## src/rtl/instr_mem_loader.sv

```systemverilog
// Byte-serial loader: assembles little-endian 32-bit words into instruction memory and
// holds the CPU in reset until the image is written. Optional checksum: LOADER_CHECKSUM_EN.
module instr_mem_loader #(
    parameter int unsigned DEPTH_WORDS = 16,
    parameter logic [63:0] BASE_ADDR   = 64'd0
) (
    input  logic                           clk,
    input  logic                           reset,
    input  logic                           start,
    input  logic                           in_valid,
    input  logic [7:0]                     in_data,
    input  logic                           in_last,
    output logic                           in_ready,
    output logic                           mem_we,
    output logic [63:0]                    mem_addr,
    output logic [31:0]                    mem_wdata,
    output logic                           cpu_reset,
    output logic                           busy,
    output logic                           done,
    output logic                           error,
    output logic [$clog2(DEPTH_WORDS):0]   word_count
);

    localparam int CW = $clog2(DEPTH_WORDS) + 1;

`ifdef LOADER_CHECKSUM_EN
    typedef enum logic [2:0] {IDLE, LOAD, WRITE, DONE, CSUM} state_t;
    localparam state_t AFTER_LAST = CSUM;
    logic [7:0] csum;
`else
    typedef enum logic [1:0] {IDLE, LOAD, WRITE, DONE} state_t;
    localparam state_t AFTER_LAST = DONE;
`endif

    state_t     state, state_nxt;
    logic [1:0] byte_idx;
    logic       last_seen;
    logic       overflow;

    assign overflow = (word_count == CW'(DEPTH_WORDS));

    always_ff @(posedge clk or negedge reset) begin
        if (!reset) state <= IDLE;
        else        state <= state_nxt;
    end

    // NOTE: every output gets a default before the case so no path leaves one unassigned (no latch).
    always_comb begin
        state_nxt = state;
        in_ready  = 1'b0;
        mem_we    = 1'b0;
        busy      = 1'b0;
        done      = 1'b0;
        cpu_reset = 1'b1;
        unique case (state)
            IDLE: if (start) state_nxt = LOAD;
            LOAD: begin
                in_ready = 1'b1;
                busy     = 1'b1;
                if (in_valid) begin
                    // Overflow bytes are swallowed; only in_last can still end the load.
                    if (overflow) begin
                        if (in_last) state_nxt = AFTER_LAST;
                    end else if (byte_idx == 2'd3 || in_last) begin
                        state_nxt = WRITE;
                    end
                end
            end
            WRITE: begin
                mem_we    = 1'b1;
                busy      = 1'b1;
                state_nxt = last_seen ? AFTER_LAST : LOAD;
            end
            DONE: begin
                done      = 1'b1;
                cpu_reset = 1'b0;
                if (start) state_nxt = LOAD;
            end
`ifdef LOADER_CHECKSUM_EN
            CSUM: begin
                in_ready = 1'b1;
                busy     = 1'b1;
                if (in_valid) state_nxt = DONE;
            end
`endif
            default: state_nxt = IDLE;
        endcase
    end

    // NOTE: sequential state uses non-blocking assignments so all registers update from pre-edge values.
    always_ff @(posedge clk or negedge reset) begin
        if (!reset) begin
            mem_addr   <= BASE_ADDR;
            mem_wdata  <= 32'd0;
            word_count <= '0;
            byte_idx   <= 2'd0;
            last_seen  <= 1'b0;
            error      <= 1'b0;
`ifdef LOADER_CHECKSUM_EN
            csum       <= 8'd0;
`endif
        end else if ((state == IDLE || state == DONE) && start) begin
            mem_addr   <= BASE_ADDR;
            word_count <= '0;
            byte_idx   <= 2'd0;
            last_seen  <= 1'b0;
            error      <= 1'b0;
`ifdef LOADER_CHECKSUM_EN
            csum       <= 8'd0;
`endif
        end else begin
            if (state == LOAD && in_valid) begin
                last_seen <= in_last;
`ifdef LOADER_CHECKSUM_EN
                csum      <= csum + in_data;
`endif
                if (overflow) begin
                    error <= 1'b1;
                end else begin
                    // Byte 0 rewrites the whole word so a short final word is zero-padded.
                    if (byte_idx == 2'd0) mem_wdata <= {24'd0, in_data};
                    else                  mem_wdata[8*byte_idx +: 8] <= in_data;
                    byte_idx <= byte_idx + 2'd1;
                end
            end
            if (state == WRITE) begin
                word_count <= word_count + CW'(1);
                mem_addr   <= mem_addr + 64'd4;
                byte_idx   <= 2'd0;
            end
`ifdef LOADER_CHECKSUM_EN
            if (state == CSUM && in_valid && 8'(csum + in_data) != 8'd0) error <= 1'b1;
`endif
        end
    end

endmodule
```

## config.mk

```make
export PLATFORM = sky130hd
export DESIGN_NAME = instr_mem_loader
export DESIGN_NICKNAME = d
export VERILOG_FILES = /design/src/rtl/instr_mem_loader.sv
export SDC_FILE = /design/constraint.sdc
export NUM_CORES = 1
export LEC_CHECK = 0
export ABC_AREA = 0
export CORE_ASPECT_RATIO = 0.6
export CORE_UTILIZATION = 40
export CTS_CLUSTER_DIAMETER = 120
export DETAILED_ROUTE_END_ITERATION = 8
export PLACE_DENSITY = 0.66
export SYNTH_ARGS = -nofsm -noshare
export SYNTH_HDL_FRONTEND = slang
export SYNTH_SLANG_ARGS = --single-unit
```

## constraint.sdc

```tcl
create_clock -name clk -period 2.8 [get_ports clk]
set_input_delay 0.28 -clock clk [delete_from_list [all_inputs] [get_ports clk]]
set_output_delay 0.28 -clock clk [all_outputs]
set_load 0.02 [all_outputs]
```

==> flow_summary.yaml <==
floorplan:
  rows: 31
  coreArea_mm2: 0.0123
  die_h_um: 89.6
  dieWidth_um: 148
  io_pins: 120
  start_util: 0.417
  dieArea_mm2: 0.0132
final_layout:
  antenna_cells: 0
  drive_gt1_frac: 0.0530
  nets: 681
  fillCellCount: 1094
  fin_area_mm2: 0.00677
  seq_area_mm2: 0.00263
  syn2layout_area_growth_pct: 32.4
  multi_input_area_mm2: 0.00233
setup_path:
  r2r-end: "mem_wdata[23]"
  r2r_start: "state[0]"
  critPathCaptureType: "flop"
  critPathLaunchType: "flop"
  crit_chain: "inv_1, ha_1, and2_2, nor3_1, o21ai_1, nand2_1, o21ai_0"
  crit_type: "flop to flop"
  worstPathRequired_ns: 2.99
  crit_arrival_ns: 2.61
  worstRegToRegCells: 7
  cpMaxStageDelayCell: "nor3_1"
  cpPeakStageDelay_ns: 0.47
  ff2ff_setup_slack_ns: 0.38
  cp_num_buf_inv: 1
  path_delay_family: "simple AND/OR/NAND/NOR gates"
  crit_fanout: 16
grt:
  grt_pass1_vias: 4115
  track_usage: 0.214
  gr-total-overflow: 0
  grt_max_degree: 70
  antenna_found_initial: 0
  grt_first_pass_wirelength_mm: 21.7
synth:
  ys_warn_count: 0
  ys_async_sr_fraction: 1.00
  synth-seq-area-share: 0.514
  yosys.area_share.simple: 0.244
  synth.ff_latch_count: 105
  syn_area_mm2: 0.00511
  synth_edf_count: 0
  yosysTopAreaCell: "dfrtp_1"
  yosys_most_used_dff: "dfrtp_1"
  synth_compound_area_frac: 0.104
  synth_top_family_by_area: "simple AND/OR/NAND/NOR gates"
  synth_top_area_frac: 0.514
  synthMuxAreaShare: 0.00784
  synth_cells: 541
  synth_xor_area_frac: 0.0686
  postSynthAreaPerCell_um2: 9.45
  synth_fa_ha_area_frac: 0.0294
  synthTopCellsByArea: "dfrtp_1 (51%), nand2_1 (5.7%), xor2_1 (4.8%), nor2_1 (4.3%), nand4_1 (3.9%)"
  synthDistinctLibCells: 41
cts:
  h-tree-depth: 3
  hold_buffers: 0
  insertion_delay_ns: 0.35
  tritoncts: "yes"
  cts.sinks: 105
  postCtsResizedCells: 0
  root_buffer: "clkbuf_16"
  cts_setup_buffers: 0
  clk_pin_slew_worst_paths_ns: 0.07
  clk_path_buf_depth: 2
  numCtsBuffers: 9
detailed_routing:
  avgViaCountPerCell: 5.46
  wl_per_cell_um: 16.6
  vias: 4506
  remaining_drc_errors: 0
  routed_wl_mm: 13.7
  firstDrtPassIters: 5
  ant_nets: 0
  drtIter0Drc: 293
status:
  status: "completed"
timing:
  setup_viol: 0
  fmax_mhz: 414
  slew_viol_final: 0
  rsz0062_at_grt: "false"
  clock_skew_ns: 0.00546
  maxSlewHeadroom: 0.385
  fin_setup_tns_ns: 0
  hold_viol_final: 0
  worstMarginPinSlew_ns: 0.916
  finalCriticalPeriod_ns: 2.42
  fin_crit_sh: 0.864
place:
  postPlaceCellArea_mm2: 0.00648
  portBuffers: 117
  gp_routability_congestion: 0.861
  place.detailed.hpwl_mm: 9.80
power_and_ir_drop:
  leakagePower_nw: 2.79
  power_mw: 4.16
  power.density_mw_per_mm2: 614
  peakVddDrop_mv: 0.450
run:
  max_cap_viol_count: 0
min_path:
  holdCritPathClass: "primary input to async pin"
## report_power, final
group	switching (mW)	internal (mW)	leakage [nW]
Combinational	0.763	0.422	1.20
Clock	0.566	0.690	0.146
Sequential	0.0917	1.63	1.45
## layout by cell type, fill, tap and decap left out, drive strengths merged, types with 13 or more instances in the layout
cell,n
clkdlybuf4s50,116
dfrtp,105
nand2,77
nor2,58
o21ai,39
nand4,34
xor2,28
a21oi,27
nand3,22
inv,17
or4,14
o31ai,13
## Yosys cell counts, types with 4 or more instances
cell	count
and3_1	5
a22o_1	7
dfrtp_1	105
a21oi_1	27
nor3_1	8
nand4_1	32
or4_1	14
mux2i_1	4
and2_1	5
buf_1	4
nor2_1	58
o31ai_1	13
xnor2_1	12
nand3_1	22
clkbuf_1	15
or3_1	11
nand2_1	77
xor2_1	28
o21ai_0	37
ha_1	12
inv_1	17
## through the flow
stage / hold slack, ns / instances / setup slack [ns] / util
finish: 0.0577 / 826 / 0.382 / 0.552
global route: 0.133 / 826 / 0.107 / 0.552
CTS: 0.0987 / 826 / 0.347 / 0.552
detailed placement: 0.468 / 810 / 0.401 / 0.529
global placement: 0.464 / 810 / 0.523 / 0.529
floorplan: -0.0156 / 542 / 0.421 / -
## layout make-up
type / count / area share
sequential: 105 / 0.388
multi-input combinational: 397 / 0.345
timing repair buffer: 126 / 0.185
clock buffer: 10 / 0.0338
tap: 165 / 0.0305
inverter: 17 / 0.00943
clock inverter: 6 / 0.00869
## flip-flops by register name (all words and copies together) (netlist names)
name / flops
word_count: 5
mem_addr: 62
last_seen: 1
mem_wdata: 32
error: 1
state: 2
byte_idx: 2
## worst register-to-register path: stages, from the launching register on
cell and delay, ns:
dfrtp_1 0.39, inv_1 0.07, ha_1 0.34, and2_2 0.24, nor3_1 0.47, o21ai_1 0.47
nand2_1 0.18, o21ai_0 0.10
## routing by layer
layer	track usage	routed length, um	share of wire	up-vias
li1	-	-	-	2125
met1	0.318	6810	0.50	2218
met2	0.312	5910	0.43	148
met3	0.0520	860	0.063	15
met4	0.0497	170	0.012	0
met5	0	0	0	-
## cells by family (layout without fill, tap and decap cells)
| group | Yosys count | count (layout) |
|---|---|---|
| other cells | 1 | 2 |
| mux | 4 | 4 |
| buf+inv | 40 | 159 |
| fa+ha+maj | 12 | 12 |
| flops | 105 | 105 |
| simple gates | 248 | 248 |
| xor+xnor | 40 | 40 |
| compound gates | 91 | 91 |
## worst max path at each step
stage | slack, ns | cells after the start | from | endpoint
6_report | 0.38 | 7 | state[0] | mem_wdata[23]
5_1_grt | 0.11 | 7 | state[0] | mem_wdata[23]
4_1_cts | 0.35 | 7 | state[0] | mem_wdata[23]
3_5_place_dp | 0.40 | 7 | state[0] | mem_wdata[23]
3_3_place_gp | 0.52 | 7 | state[0] | mem_wdata[20]
2_1_floorplan | 0.42 | 8 | state[0] | mem_addr[63]
Power figures use the tool's default switching activity.
